===== src/rtl/tictac_board.sv =====
// Board state, move validation and random-cell arbitration for the 3x3 tic-tac-toe game.
// Commits land on the request edge; win/tie for a commit are resolved on the following edge.
module tictac_board #(
   parameter logic [7:0] SEED = 8'hA5
) (
   input  logic        clk,
   input  logic        rst,
   input  logic        new_game,
   input  logic [3:0]  cell_sel,
   input  logic        validate_play,
   input  logic        play_random,
   input  logic        change_turn,
   output logic        v,
   output logic        win,
   output logic        tie,
   output logic        player,
   output logic [17:0] board,
   output logic [7:0]  win_line,
   output logic [3:0]  move_count
);

   logic [17:0] board_q, board_d;
   logic        player_q, player_d;
   logic        v_q, v_d;
   logic        win_q, win_d;
   logic        tie_q, tie_d;
   logic [7:0]  winLine_q, winLine_d;
   logic [3:0]  count_q, count_d;
   logic [7:0]  lfsr_q, lfsr_d;
   logic        evalPending_q, evalPending_d;
   logic [1:0]  evalMark_q, evalMark_d;

   logic [8:0]  cellEmpty;
   logic [8:0]  owned;
   logic [15:0] emptyPad;
   logic [7:0]  lines;
   logic [3:0]  startIdx;
   logic [3:0]  randCell;
   logic        randFound;
   logic [4:0]  probe;
   logic        gameOver;
   logic        selLegal;
   logic [1:0]  playerMark;
   logic        writeEn;
   logic [3:0]  writeCell;

   // owned[] tracks the mark of the most recent commit so the line check only looks at that mover
   always_comb begin
      cellEmpty = '0;
      owned     = '0;
      for (int k = 0; k < 9; k++) begin
         cellEmpty[k] = (board_q[2*k +: 2] == 2'b00);
         owned[k]     = (board_q[2*k +: 2] == evalMark_q);
      end
   end

   assign emptyPad = {7'b0, cellEmpty};

   assign lines[0] = owned[0] & owned[1] & owned[2];
   assign lines[1] = owned[3] & owned[4] & owned[5];
   assign lines[2] = owned[6] & owned[7] & owned[8];
   assign lines[3] = owned[0] & owned[3] & owned[6];
   assign lines[4] = owned[1] & owned[4] & owned[7];
   assign lines[5] = owned[2] & owned[5] & owned[8];
   assign lines[6] = owned[0] & owned[4] & owned[8];
   assign lines[7] = owned[2] & owned[4] & owned[6];

   assign lfsr_d     = {lfsr_q[6:0], lfsr_q[7] ^ lfsr_q[5] ^ lfsr_q[4] ^ lfsr_q[3]};
   assign startIdx   = (lfsr_q[3:0] >= 4'd9) ? (lfsr_q[3:0] - 4'd9) : lfsr_q[3:0];
   assign gameOver   = win_q | tie_q;
   assign playerMark = player_q ? 2'b10 : 2'b01;
   assign selLegal   = (cell_sel <= 4'd8) && emptyPad[cell_sel] && !gameOver;

   // Scan offsets from far to near so the nearest empty cell after the start index wins
   always_comb begin
      randFound = 1'b0;
      randCell  = 4'd0;
      probe     = 5'd0;
      for (int i = 8; i >= 0; i--) begin
         probe = {1'b0, startIdx} + 5'(i);
         if (probe >= 5'd9) begin
            probe = probe - 5'd9;
         end
         if (emptyPad[probe[3:0]]) begin
            randFound = 1'b1;
            randCell  = probe[3:0];
         end
      end
   end

   always_comb begin
      writeEn   = 1'b0;
      writeCell = cell_sel;
      v_d       = v_q;
      if (new_game) begin
         v_d = 1'b0;
      end else if (validate_play) begin
         v_d     = selLegal;
         writeEn = selLegal;
      end else if (play_random) begin
         v_d       = randFound && !gameOver;
         writeEn   = randFound && !gameOver;
         writeCell = randCell;
      end
   end

   always_comb begin
      board_d       = board_q;
      count_d       = count_q;
      player_d      = player_q ^ change_turn;
      win_d         = win_q;
      tie_d         = tie_q;
      winLine_d     = winLine_q;
      evalPending_d = writeEn;
      evalMark_d    = writeEn ? playerMark : evalMark_q;

      if (evalPending_q && !gameOver) begin
         if (|lines) begin
            win_d     = 1'b1;
            winLine_d = lines & (~lines + 8'd1);
         end else if (count_q == 4'd9) begin
            tie_d = 1'b1;
         end
      end

      if (writeEn) begin
         board_d[{writeCell, 1'b0} +: 2] = playerMark;
         count_d                         = count_q + 4'd1;
      end

      if (new_game) begin
         board_d       = '0;
         count_d       = '0;
         player_d      = 1'b0;
         win_d         = 1'b0;
         tie_d         = 1'b0;
         winLine_d     = '0;
         evalPending_d = 1'b0;
      end
   end

   always_ff @(posedge clk or negedge rst) begin
      if (!rst) begin
         board_q       <= '0;
         player_q      <= 1'b0;
         v_q           <= 1'b0;
         win_q         <= 1'b0;
         tie_q         <= 1'b0;
         winLine_q     <= '0;
         count_q       <= '0;
         lfsr_q        <= SEED;
         evalPending_q <= 1'b0;
         evalMark_q    <= 2'b00;
      end else begin
         board_q       <= board_d;
         player_q      <= player_d;
         v_q           <= v_d;
         win_q         <= win_d;
         tie_q         <= tie_d;
         winLine_q     <= winLine_d;
         count_q       <= count_d;
         lfsr_q        <= lfsr_d;
         evalPending_q <= evalPending_d;
         evalMark_q    <= evalMark_d;
      end
   end

   assign v          = v_q;
   assign win        = win_q;
   assign tie        = tie_q;
   assign player     = player_q;
   assign board      = board_q;
   assign win_line   = winLine_q;
   assign move_count = count_q;

endmodule


===== config.mk =====
export PLATFORM = sky130hd
export DESIGN_NAME = tictac_board
export DESIGN_NICKNAME = d
export VERILOG_FILES = /design/src/rtl/tictac_board.sv
export SDC_FILE = /design/constraint.sdc
export NUM_CORES = 1
export LEC_CHECK = 0
export ABC_AREA = 1
export CORE_ASPECT_RATIO = 1.25
export CORE_MARGIN = 2
export CORE_UTILIZATION = 50
export DETAILED_ROUTE_END_ITERATION = 10
export HOLD_SLACK_MARGIN = 0.05
export PLACE_DENSITY = 0.84
export SYNTH_ARGS = -nofsm -noshare
export SYNTH_HDL_FRONTEND = slang
export SYNTH_SLANG_ARGS = --single-unit

===== constraint.sdc =====
create_clock -name clk -period 4.5 [get_ports clk]
set_input_delay 0.675 -clock clk [delete_from_list [all_inputs] [get_ports clk]]
set_output_delay 0.675 -clock clk [all_outputs]
set_load 0.005 [all_outputs]

==> run_results.csv, run 1 <==
group,metric,value,unit
sta,slew_viol_final,0,
yosys,synth_edf_count,0,
detailed_routing,routed_wl,26.6,mm
setup_path,r2r_start,"lfsr_q[0]",
sta,setup_tns,-20320,ps
placed_design,routabilityCongestion,1.01,
clock_network,clk_latency,300,ps
setup_path,crit_fanout,7,
detailed_routing,detail-route-antenna-nets,0,
setup_path,cp_slowest_cell,"dfstp_2",
power,switching_share,34.1,%
setup_path,crit_type,"register to register",
clock_network,cts_made_buffers,5,
floorplan,coreArea,10200,um^2
setup_path,cp.required,4730,ps
sta,setup_viol,26,
placed_design,dpl_cell_area,6680,um^2
finish,multi_input_area,4480,um^2
setup_path,setup.worst_path.end_class,"register",
detailed_routing,drt_iter0_markers,1590,
setup_path,cp.arrival,5850,ps
yosys,ys_warn_count,0,
detailed_routing,wl_per_cell,23.3,um
yosys,synth_area,5280,um^2
sta,whs,353,ps
yosys,synth_cell_types,55,
clock_network,cts.path.max_buffers,2,
floorplan,die_h,119,um
clock_network,clock_sink_count,45,
power,power_frac_seq,35.9,%
setup_path,critPathBufInv,6,
setup_path,worst_setup_path_start_kind,"register",
power,p_total,1.22,mW
grt,grt_max_degree,46,
sta,fin_worst_skew,16.1,ps
run_status,status,"finished with violations",
floorplan,rows,41,
power,p_int,804,uW
placed_design,dp.cells,1084,
sta,finalCriticalPeriod,5620,ps
sta,slew_headroom,34.2,%
finish,register_area,1130,um^2
hold_path,min_from,"lfsr_q[6]",
power,p_per_area,151,nW/um^2
sta,hold_viol_final,0,
run_status,failed_checks,"design-rule violations, negative setup slack",
finish,utilization,78.9,%
sta,setup_ws,-1120,ps
detailed_routing,drc,15,
power,vdd_drop_max,0.249,mV
finish,stdcell_count,1143,
placed_design,dp_hpwl,12.9,mm
yosys,syn_area_per_cell,6.47,um^2
floorplan,start_util,51.7,%
sta,fin_crit_sh,125,%
detailed_routing,routed_via_density,6.85,
grt,antenna_found_initial,2,
detailed_routing,route.vias.total,7824,
yosys,synth_nets,852,
grt,grt_pass1_vias,6572,
placed_design,dp_slack,-285,ps
floorplan,die_w,95.9,um
detailed_routing,dr.pass1.iters,11,
hold_path,hold_class,"register to register",
setup_path,path_delay_family,"simple AND/OR/NAND/NOR gates",
setup_path,critPathMaxStageDelay,580,ps
yosys,ys_ff_latch,45,
grt,grt_pass1_wl,31.4,mm
placed_design,io_buffers,43,
yosys,synthFlopType,"dfrtp_1",
power,p_switching,416,uW
floorplan,die_area,11400,um^2
finish,fillers,538,
power,clkPwrFrac,35.2,%
grt,grt_remaining_overflow,0,
clock_network,htreeDepth,2,
power,leakage,3.81,nW
sta,rsz0062_at_grt,"true",
yosys,netlist_instances,816,
flow_run,max_cap_violations,0,
finish,drive_gt1_share,38.7,%
clock_network,cts_root_buf,"clkbuf_16",
finish,diodes,0,
yosys,ys_seq_area_share,21.4,%
floorplan,io_pins,44,
finish,fin_nets,1049,
clock_network,cts_tree,"yes",
power,comb_power_share,28.9,%
setup_path,crit_top_cell,"nand2_1",
grt,gr-usage-all-layers,34.3,%
setup_path,cp-startpoint,"lfsr_q[0]",
sta,worstMarginPinSlew,987,ps
finish,design_area,8060,um^2
finish,area_delta_synth_final,52.6,%
sta,max_freq,178,MHz
yosys,synth-async-reset-ratio,100,%
clock_network,clkTransAtPathRegs,70,ps
==> final timing paths <==
kind | end | slack (ps) | cells after the start
worst max-delay path | board[15] | -1120 | 36
worst min-delay path | lfsr_q[7] | 350 | 0
worst max register to register | board[15] | -1120 | 36
worst min register to register | lfsr_q[7] | 350 | 0
max in group asynchronous | lfsr_q[3] | 3340 | 1
min in group asynchronous | win_line[6] | 550 | 1
==> registers in the layout, indices dropped and copies added (netlist names) <==
name,cells
board,18
evalMark_q,2
evalPending_q,1
lfsr_q,8
move_count,4
player,1
tie,1
v,1
win,1
win_line,8
==> worst register-to-register path: cells and delay by family (launching register included) <==
| kind | cells | cell delay (ps) |
|---|---|---|
| adder cells (fa/ha/maj) | 3 | 760 |
| AO/OA/AOI/OAI | 3 | 730 |
| flip-flops | 1 | 580 |
| AND/OR/NAND/NOR | 24 | 2570 |
| buffers and inverters | 6 | 900 |
==> cells in the final DEF, fill, tap and decap left out, drive strengths merged, types with 4 or more instances in the layout <==
cell | netlist | layout
a21oi | 30 | 30
buf | 8 | 158
clkbuf | 4 | 6
clkdlybuf4s50 | 0 | 42
dfrtp | 41 | 41
dfstp | 4 | 4
ha | 26 | 26
inv | 109 | 107
nand2 | 248 | 250
nand3 | 122 | 122
nand4 | 18 | 18
nor2 | 59 | 59
nor3 | 14 | 14
o211ai | 18 | 18
o21ai | 56 | 56
o31ai | 5 | 5
or2 | 7 | 7
xnor2 | 7 | 7
xor2 | 14 | 14
==> cells by family after synthesis <==
| kind of cell | count (synthesis) | share of synthesized area, % |
|---|---|---|
| simple gates | 478 | 43.7 |
| buf+inv | 121 | 9.12 |
| flops | 45 | 21.4 |
| xor+xnor | 21 | 3.98 |
| compound gates | 125 | 15.6 |
| fa+ha+maj | 26 | 6.16 |
==> area by class of cell <==
| type | instances | share of cell area, % |
|---|---|---|
| sequential | 45 | 14.0 |
| timing repair buffer | 200 | 20.8 |
| tap | 129 | 2.00 |
| clock inverter | 2 | 0.482 |
| multi-input combinational | 652 | 55.6 |
| clock buffer | 6 | 1.60 |
| inverter | 109 | 5.48 |
==> per-layer routing <==
layer  wire [um]  global-route usage (%)  up-vias
met1        8330                    42.4     3480
met5          32                       0        -
met3        3680                    6.51      378
li1            -                       -     3114
met4        3040                    19.8        2
met2       11500                    55.0      850
==> cell usage after synthesis (3+ instances only) <==
library cell	count	area share (%)
o31ai_1	3	0.43
nor3_1	13	1.2
ha_1	26	6.2
nor2_1	52	3.7
clkbuf_1	4	0.28
o21ai_2	8	1.3
nand2_4	10	2.1
dfstp_2	4	2.0
o211ai_1	18	2.6
xnor2_1	7	1.2
dfrtp_1	41	19
nor2_2	4	0.47
a32o_1	3	0.57
nand2_1	210	15
nand3_2	11	2.1
xor2_1	12	2.0
or2_2	7	0.83
nand4_1	17	2.0
nand3_1	111	11
nor2_4	3	0.64
o21ai_1	19	1.8
nor3b_1	3	0.43
inv_1	96	6.8
nand2_2	28	3.3
o21ai_0	29	2.7
inv_2	12	0.85
a21oi_1	27	2.6
==> power groups by stage <==
stage          clock network [mW]  logic (mW)  registers, mW
6_report                    0.429       0.353          0.438
5_1_grt                     0.437       0.366          0.438
4_1_cts                     0.416       0.267          0.434
3_5_place_dp                    0       0.240          0.440
3_3_place_gp                    0       0.235          0.440
2_1_floorplan                   0       0.154          0.432
==> timing repair <==
| item | CTS | global route |
|---|---|---|
| setup endpoints to repair | 18 | 26 |
| setup buffers | 30 | 19 |
| cloned | 1 | 1 |
| hold buffers | 0 | 0 |
| gates resized for setup | 90 | 108 |
| pin swaps | 50 | 72 |
Note: power is estimated with default switching activity, not from simulation.
==> inputs of run 2 (changes only) <==
Settings changed: CORE_ASPECT_RATIO 1.25 to 1.75, SLEW_MARGIN set to 25.
==> run 2 against run 1 <==
  * The flow now stops in global routing (5_1_grt)
  * Area after synthesis unchanged
  * Synthesized cell count unchanged
==> run_results.csv, run 2 <==
group,metric,value,unit
run_status,failed_stage,"global routing (5_1_grt)",
clock_network,htreeDepth,2,
clock_network,hold_buffers,0,
clock_network,clock_sink_count,45,
grt,grt_remaining_overflow,1,
yosys,synthFlopType,"dfrtp_1",
floorplan,die_h,140,um
yosys,ys_seq_area_share,21.4,%
yosys,synth_nets,852,
yosys,synth-async-reset-ratio,100,%
yosys,ys_warn_count,0,
floorplan,rows,49,
grt,grt_max_degree,46,
yosys,netlist_instances,816,
yosys,synth.top_cell.area_share,19.4,%
run_status,tool.error,"[ERROR GRT-0232] Routing congestion too high. Check the congestion heatmap in the GUI.",
floorplan,start_util,51.3,%
run_status,status,"stopped before the end",
floorplan,die_w,81.7,um
floorplan,io_pins,44,
yosys,synth_cell_types,55,
sta,endpoint_type,"register data pin",
grt,gr-usage-all-layers,49.7,%
placed_design,io_buffers,43,
yosys,synth_area_leaders,"dfrtp_1, nand2_1, nand3_1",
yosys,synth_area,5280,um^2
placed_design,routabilityCongestion,0.995,
clock_network,cts_made_buffers,5,
placed_design,dp_hpwl,14.5,mm
yosys,syn_area_per_cell,6.47,um^2
sta,worst_endpoint,"board[0]$_DFFE_PN0P_/D",
placed_design,dp.cells,1080,
yosys,synth_top_area_cell,"dfrtp_1",
yosys,yosysMostFrequentCell,"nand2_1",
yosys,synth_edf_count,0,
yosys,synth_commonest_cells,"nand2_1, nand3_1, inv_1",
clock_network,cts.path.max_buffers,2,
yosys,ys_ff_latch,45,
clock_network,cts_root_buf,"clkbuf_16",
-- run 2: cell counts after synthesis --
Identical to the previous run, type by type.
-- run 2: through the flow --
| step | cell area (um^2) | setup TNS (ps) | utilization (%) | worst slack, ps | hold slack [ps] |
|---|---|---|---|---|---|
| 2_1_floorplan | 5340 | 0 | - | 3.36 | 333 |
| 3_3_place_gp | 6660 | -1470 | 64.7 | -127 | 335 |
| 4_1_cts | 7310 | -73.8 | 71.0 | -18.6 | 359 |
| 3_5_place_dp | 6660 | -4020 | 64.7 | -277 | 352 |
-- run 2: cell families after synthesis --
family / count (synthesis) / share of synthesized area [%]
AND/OR/NAND/NOR: 478 / 43.7
AO/OA/AOI/OAI: 125 / 15.6
buffers and inverters: 121 / 9.12
flip-flops: 45 / 21.4
adder cells (fa/ha/maj): 26 / 6.16
XOR/XNOR: 21 / 3.98
-- run 2: what timing repair did --
item                                    4_1_cts
cloned                                        2
setup buffers                                16
pin swaps                                    38
endpoints found under the setup margin       18
resized for setup                            83
-- run 2: per-layer routing --
layer	global-route usage (%)	GRT overflow
met1	50.7	0
met2	70.7	0
met3	24.7	0
met4	47.7	1
met5	2.38	0
==> inputs of run 3 (changes only) <==
Settings changed: CORE_ASPECT_RATIO 1.75 to unset, CORE_UTILIZATION 50 to 35, HOLD_SLACK_MARGIN 0.05 to unset, PLACE_DENSITY 0.84 to unset, PLACE_DENSITY_LB_ADDON set to 0.15.
Clock period 4.5 ns to 5.85 ns, I/O delays scaled along.
==> run 3 against run 2 <==
  * The run now ends clean
==> run_results.csv, run 3 (synthesis gave the netlist of run 1 again) <==
group,metric,value,unit
detailed_routing,drt_iter0_markers,372,
power,vdd_drop_max,0.143,mV
setup_path,r2r_start,"lfsr_q[0]",
floorplan,coreArea,14600,um^2
power,power_frac_seq,40.3,%
hold_path,hold_class,"register to register",
floorplan,rows,44,
sta,hold_viol_final,0,
grt,grt_remaining_overflow,0,
setup_path,crit_end,"board[11]",
setup_path,critPathBufInv,7,
floorplan,die_h,127,um
setup_path,crit_fanout,9,
power,leakage,2.89,nW
finish,diodes,0,
placed_design,dp_hpwl,12.8,mm
power,switching_share,30.1,%
finish,area_delta_synth_final,15.6,%
sta,whs,362,ps
sta,slew_viol_final,0,
power,p_int,580,uW
setup_path,worst_setup_path_start_kind,"register",
grt,grt_pass1_vias,4992,
detailed_routing,routed_wl,16.5,mm
floorplan,io_pins,44,
clock_network,cts_made_buffers,5,
setup_path,cp.arrival,5520,ps
power,comb_power_share,20.4,%
clock_network,post_cts_buffers,0,
sta,max_freq,187,MHz
setup_path,reg2regPathDepth,39,
finish,drive_gt1_share,13.8,%
setup_path,r2r-end,"board[11]",
detailed_routing,wl_per_cell,15.8,um
clock_network,hold_buffers,0,
grt,gr-usage-all-layers,20.4,%
placed_design,dpl_cell_area,5900,um^2
grt,grt_max_degree,46,
grt,antenna_found_initial,0,
setup_path,setup.worst_path.end_class,"register",
sta,setup_viol,0,
sta,fin_crit_sh,91.2,%
clock_network,htreeDepth,2,
power,p_per_area,136,nW/um^2
setup_path,critPathMaxStageDelay,560,ps
finish,final_common_cell,"nand2_1",
placed_design,io_buffers,43,
sta,worstMarginPinSlew,887,ps
detailed_routing,drc,0,
setup_path,r2r_slack,510,ps
flow_run,max_cap_violations,0,
sta,slew_headroom,40.7,%
floorplan,die_area,16100,um^2
detailed_routing,dr.pass1.iters,4,
clock_network,cts_root_buf,"clkbuf_16",
sta,rsz0062_at_grt,"true",
setup_path,cp.required,6030,ps
clock_network,cts.path.max_buffers,2,
floorplan,start_util,36.1,%
power,p_switching,249,uW
clock_network,cts_tree,"yes",
floorplan,die_w,127,um
clock_network,clock_sink_count,45,
sta,fin_worst_skew,6.73,ps
detailed_routing,detail-route-antenna-nets,0,
setup_path,cp.depth,39,
finish,design_area,6100,um^2
finish,largest_reg_flops,18,
setup_path,cp_slowest_cell,"dfstp_2",
finish,fillers,1571,
power,clkPwrFrac,39.4,%
clock_network,clk_latency,290,ps
finish,layout_common_cells,"nand2_1, nand3_1, inv_1",
setup_path,path_delay_family,"simple AND/OR/NAND/NOR gates",
grt,grt_pass1_wl,26.5,mm
detailed_routing,routed_via_density,5.27,
placed_design,routabilityCongestion,0.943,
setup_path,cp-startpoint,"lfsr_q[0]",
run_status,status,"complete, no violations",
detailed_routing,route.vias.total,5502,
setup_path,crit_top_cell,"nand2_1",
setup_path,crit_type,"register to register",
clock_network,clkTransAtPathRegs,60,ps
finish,fin_nets,895,
sta,finalCriticalPeriod,5340,ps
==> run 3: per-stage QoR <==
stage | cells | TNS (ps) | util, % | setup WS, ps | power, mW
global placement | 1036 | 0 | 40.3 | 380 | 0.506
CTS | 1044 | 0 | 41.5 | 371 | 0.835
finish | 1044 | 0 | 41.7 | 512 | 0.829
detailed placement | 1036 | 0 | 40.3 | 390 | 0.506
global route | 1044 | -10.3 | 41.7 | -10.3 | 0.871
floorplan | 816 | 0 | - | 1010 | 0.449
==> run 3: how the worst min path moves through the flow <==
stage / endpoint / from / cells after the start / slack [ps]
global placement: lfsr_q[7] / lfsr_q[6] / 0 / 330
global route: lfsr_q[7] / lfsr_q[6] / 0 / 370
finish: lfsr_q[7] / lfsr_q[6] / 0 / 360
floorplan: lfsr_q[7] / lfsr_q[6] / 0 / 330
detailed placement: lfsr_q[7] / lfsr_q[6] / 0 / 340
CTS: lfsr_q[7] / lfsr_q[6] / 0 / 360
==> run 3: power by group through the flow <==
stage          sequential [mW]  combinational, mW  clock [mW]
6_report                 0.334              0.169       0.326
2_1_floorplan            0.332              0.117           0
4_1_cts                  0.334              0.167       0.334
3_5_place_dp             0.339              0.166           0
3_3_place_gp             0.339              0.167           0
5_1_grt                  0.335              0.189       0.347
==> run 3: cell type report <==
class | instances | area (um^2) | share of cell area [%]
multi-input combinational | 650 | 3690 | 60.5
clock buffer | 5 | 125 | 2.05
clock inverter | 3 | 46.3 | 0.758
timing repair buffer | 48 | 465 | 7.62
sequential | 45 | 1130 | 18.5
inverter | 109 | 412 | 6.74
tap | 184 | 230 | 3.77
==> run 3: what timing repair did <==
action                                  in CTS  in global routing
gates resized for setup                      0                  7
endpoints found under the hold margin        0                  0
endpoints found under the setup margin       0                 18
==> run 3: routing by layer <==
| metal | share of wire, % | vias up | GRT usage (%) |
|---|---|---|---|
| met5 | 0 | - | 0 |
| met4 | 0.52 | 0 | 3.04 |
| met3 | 5.7 | 9 | 2.53 |
| met2 | 43 | 162 | 31.0 |
| met1 | 50 | 2536 | 31.5 |
| li1 | - | 2795 | - |
==> inputs of run 4 (changes only) <==
Settings changed: SKIP_CTS_REPAIR_TIMING set to 1.
==> results of run 4 <==
The final DEF is identical to that of run 3; final timing and power are the same.
==> variant 1 (settings of run 4) <==
One comparison of `count_q` changes from == to >=.
--- a/src/rtl/tictac_board.sv
+++ b/src/rtl/tictac_board.sv
@@ -118,7 +118,7 @@
          if (|lines) begin
             win_d     = 1'b1;
             winLine_d = lines & (~lines + 8'd1);
-         end else if (count_q == 4'd9) begin
+         end else if (count_q >= 4'd9) begin
             tie_d = 1'b1;
          end
       end
Check against the original RTL: no difference found for any inputs over 4 cycles, from zero or initial values and one cycle with rst low; that may be too few to reach the edited logic, so the function may still have changed.
==> variant 1 against run 4 <==
  * Combinational power rose by 55%
  * Final area increased by 0.18%
  * Sequential share of layout area about the same
  * Non-clock buffer count increased by 8
  * Power grew 14%
  * Area after synthesis is 1.2% lower
  * Sequential cell count is the same
  * Setup slack got worse by 0.062 ns
  * Wire length is 3.0% higher
  * First-iteration DRC count grew 19%
==> variant 1: results (changes against run 4) <==
| Metric | Value |
|---|---|
| Hold slack final | 0.350 ns (-0.0116 ns) |
| Total track usage | 20.7% (+0.31 points) |
| Share of cells above drive strength 1 | 11.8% (-2.0 points) |
| Drt wl/cell | 16.0 µm (+1.2%) |
| Pre-CTS WS | 0.315 ns (-0.0753 ns) |
| Nets@finish | 915 (+2.2%) |
| Post-synthesis net count | 865 (+1.5%) |
| Clock transition at the registers of the reported paths | 0.06 ns (about the same) |
| CP arrival | 5.57 ns (+0.05 ns) |
| Seq/Total Area, Yosys | 21.7% (+0.26 points) |
| Outcome | complete, no violations |
| Yosys cell types | 53 (-3.6%) |
| Static leakage | 0.00289 µW (+0.18%) |
| Slowest stage delay, CP | 0.56 ns (about the same) |
| Synth top cells by count | nand2_1 (224), nand3_1 (128), inv_1 (94) |
| Fillcell total | 1554 (-1.1%) |
| DRT Pass-1 Iters | 5 (+1) |
| Post-DP HPWL | 13200 µm (+3.2%) |
| First-pass GRT wire length | 26900 µm (+1.5%) |
| Power Internal | 638 µW (+10%) |
| Top cells by area, synth | dfrtp_1 (20%), nand2_1 (16%), nand3_1 (12%), inv_1 (6.8%), ha_1 (6.5%) |
| Worst vdd ir | 0.000105 V (-27%) |
| Via count | 5626 (+2.3%) |
| R2R Setup Slk | 0.45 ns (-0.06 ns) |
| H-tree depth | 2 (unchanged) |
| Skew final | 0.00872 ns (+0.00200 ns) |
| Vias in the first global route | 5020 (+0.56%) |
| R2R cell count | 34 (-13%) |
| Async S/R FF share, synth | 100% (unchanged) |
| Clk root buf | clkbuf_16 |
| Max FFs per register | 18 (unchanged) |
| Bufs on Longest Clock Path | 2 (unchanged) |
| Top Family by Delay on Critical Path | simple AND/OR/NAND/NOR gates |
| Largest net degree at the start of global routing | 46 (unchanged) |
| Worst Max-Slew Pin Slew | 0.835 ns (-0.0518 ns) |
| Port Buffers | 43 (unchanged) |
| Initial DRC count | 443 (+19%) |
| Inserted Diodes | 0 (unchanged) |
| Hold Crit Depth | 0 (unchanged) |
| Drt drc | 0 (unchanged) |
| Final Wtd Congestion | 0.960 (+1.8%) |
| Hold EP | lfsr_q[7] |
| Worst flop-to-flop path endpoint | board[7] |
| Hold Crit Start | lfsr_q[6] |
| Hold crit path type | flop to flop |
| CP Max Fanout | 12 (+3) |
-- variant 1: cell types whose count changed in the layout (fill, tap and decap cells not counted), sizes merged, moves of 3 or more --
cell / delta
nand2: +4
or2: +3
o211ai: -7
buf: +8
nand3: +11
inv: -9
-- variant 1: layer usage --
metal  part of all wire (%)  wire, µm  track usage [%]  up-vias
li1                       -         -                -     2847
met1                     47      7960             31.0     2547
met2                     44      7530             32.2      212
met3                    7.2      1230             2.72       20
met4                    1.5       247             3.68        0
met5                      0         0                0        -
-- variant 1: worst max path at each step --
stage	start	end	slack [ns]	depth (start not counted)
final	lfsr_q[0]	board[7]	0.45	34
after CTS	lfsr_q[0]	board[13]	0.29	40
after floorplan	lfsr_q[0]	board[13]	0.99	32
after detailed placement	lfsr_q[0]	board[17]	0.31	38
after global placement	lfsr_q[0]	board[5]	0.30	38
after global routing	lfsr_q[0]	board[5]	-0.07	40
-- variant 1: cell type report --
class	instances	area (µm²)	share of cell area (%)
Sequential cell	45	1130	18.5
Multi-Input combinational cell	666	3660	59.8
Clock buffer	6	139	2.27
Clock inverter	2	37.5	0.614
Tap cell	184	230	3.76
Inverter	104	397	6.49
Timing Repair Buffer	56	526	8.59
-- variant 1: logic make-up (layout without fill, tap and decap cells) --
| group | after synthesis | in the layout | synth area share (%) |
|---|---|---|---|
| compound gates | 118 | 118 | 14.1 |
| xor+xnor | 21 | 21 | 3.81 |
| fa+ha+maj | 27 | 27 | 6.48 |
| buf+inv | 117 | 168 | 8.97 |
| flops | 45 | 45 | 21.7 |
| simple gates | 500 | 500 | 44.9 |
-- variant 1: stage by stage --
| step | setup TNS [ns] | instances | cell area [µm²] |
|---|---|---|---|
| 2_1_floorplan | 0 | 828 | 5220 |
| 3_3_place_gp | 0 | 1049 | 5850 |
| 3_5_place_dp | 0 | 1049 | 5850 |
| 4_1_cts | 0 | 1057 | 6030 |
| 5_1_grt | -0.431 | 1063 | 6120 |
| 6_report | 0 | 1063 | 6120 |
-- variant 1: power groups by stage --
stage               sequential, µW  combinational (µW)  clock, µW
floorplan                      345                 174          0
global placement               352                 252          0
detailed placement             352                 250          0
CTS                            346                 252        344
global route                   349                 297        358
finish                         346                 262        334
==> variant 2 (flow settings as in run 4) <==
Made on the original files. Make the reset (`rst`) synchronous in one clocked block.
--- a/src/rtl/tictac_board.sv
+++ b/src/rtl/tictac_board.sv
@@ -139,7 +139,7 @@
       end
    end
 
-   always_ff @(posedge clk or negedge rst) begin
+   always_ff @(posedge clk) begin
       if (!rst) begin
          board_q       <= '0;
          player_q      <= 1'b0;
Check against the original RTL: differs if rst is asserted again (counterexample within 4 cycles, from zero or initial values and one cycle with rst low); with rst held inactive, the same outputs for 4 cycles.
==> variant 2 against run 4 <==
  * Worst hold slack better by 0.052 ns
  * Clock skew up 0.0023 ns
  * Final area down 5.2%
  * Setup slack better by 0.029 ns
  * Critical endpoint is now board[14]
  * Sequential share of layout area down 3.0 points
  * Sequential cell count unchanged
  * Wire length down 3.0%
  * Critical path depth unchanged
  * Area after synthesis down 6.2%
  * Largest cell class unchanged
  * Highest routed layer unchanged
  * Synthesized cell count up 2.2%
Power is not compared: it rests on default switching activity, and its combinational part moved more than twofold at a synthesized area within 25%.
==> variant 2: results (changes against run 4) <==
| Metric | Value |
|---|---|
| Share of cells above drive strength 1 | 10.6% (-3.2 points) |
| Multi-input gate count | 655 (+0.77%) |
| First-pass GRT wire length | 25300 µm (-4.2%) |
| Initial DRC count | 398 (+7.0%) |
| Post-synthesis net count | 870 (+2.1%) |
| Port Buffers | 43 (unchanged) |
| Fin. Hold Viols | 0 (unchanged) |
| Minimum clock period | 5.31 ns (-0.0287 ns) |
| Hold slack final | 0.414 ns (+0.0518 ns) |
| Worst setup path startpoint | lfsr_q[0] |
| CP Max Fanout | 11 (+2) |
| Buffers, non-clock | 57 (+19%) |
| Hold Crit Start | lfsr_q[6] |
| Slowest stage delay, CP | 0.47 ns (-0.09 ns) |
| CP arrival | 5.50 ns (-0.02 ns) |
| Seq/Total Area, Yosys | 18.2% (-3.2 points) |
| Final Wtd Congestion | 0.920 (-2.4%) |
| Hold Crit Depth | 1 (+1) |
| Buffering overhead | 9.26% (+1.6 points) |
| Setup Crit Path Kind | flop to flop |
| DRT Pass-1 Iters | 5 (+1) |
| Finished Layout Cells | 1063 (+1.8%) |
| Total track usage | 21.6% (+1.1 points) |
| Worst flop-to-flop path endpoint | board[14] |
| Sequential cell area | 901 µm² (-20%) |
| Core ar. | 13800 µm² (-5.6%) |
| Async S/R FF share, synth | 0% (-100 points) |
| Comb pwr | 1060 µW |
| Post-DP HPWL | 12500 µm (-2.1%) |
| Synth warn | 0 (unchanged) |
| Pre-CTS WS | 0.517 ns (+0.127 ns) |
| Cells after Synth | 834 (+2.2%) |
| Drt wl/cell | 15.0 µm (-4.7%) |
| Vias in the first global route | 4991 (-0.020%) |
| Rel. slew slack | 51.8% (+11 points) |
| Bufs on Longest Clock Path | 2 (unchanged) |
| Inverters excl. clock | 118 (+8.3%) |
| Via count | 5397 (-1.9%) |
| Post-Place Cells | 1053 (+1.6%) |
| Top cells by area, synth | dfxtp_1 (18%), nand2_1 (16%), nand3_1 (11%), inv_1 (8.0%), ha_1 (6.6%) |
| Clock Latency Late Sink | 0.30 ns |
| Fillcell total | 1508 (-4.0%) |
| Largest net degree at the start of global routing | 22 (-52%) |
| Synth top cells by count | nand2_1 (215), inv_1 (105), nand3_1 (104) |
| Sequential Power Share | 19.5% |
| Skew final | 0.00899 ns (+0.00226 ns) |
| CP max stage cell | ha_1 |
| Clock buf/inv share | 2.53% (-0.28 points) |
| R2R Setup Slk | 0.54 ns (+0.03 ns) |
| Placed cell area | 5620 µm² (-4.8%) |
| Area occupied by multi-input gates | 3530 µm² (-4.5%) |
| Hold EP | lfsr_q[7] |
| Yosys cell types | 52 (-5.5%) |
| Outcome | complete, no violations |
| P&R area growth vs syn | 16.9% |
| Nets@finish | 918 (+2.6%) |
-- variant 2: cell count changes after synthesis, moves of 6 or more --
| cell | run 4 | this run |
|---|---|---|
| a21oi_1 | 27 | 38 |
| dfrtp_1 | 41 | 0 |
| dfxtp_1 | 0 | 45 |
| inv_1 | 96 | 105 |
| nand2_4 | 10 | 2 |
| nand3_1 | 111 | 104 |
| nand3b_1 | 2 | 8 |
| nor2_1 | 52 | 77 |
| o21ai_1 | 19 | 10 |
-- variant 2: per-layer routing --
metal	GRT usage (%)	up-vias	wire [µm]
li1	-	2837	-
met1	27.4	2418	7420
met2	36.3	108	7440
met3	1.98	34	436
met4	10.8	0	681
met5	0	-	0
-- variant 2: cell families (layout without fill, tap and decap cells) --
logic type / Yosys count / count (layout) / synth area share (%)
xor+xnor: 19 / 19 / 4.04
compound gates: 128 / 128 / 16.2
buf+inv: 134 / 183 / 10.6
flops: 45 / 45 / 18.2
fa+ha+maj: 26 / 26 / 6.57
simple gates: 482 / 482 / 44.4
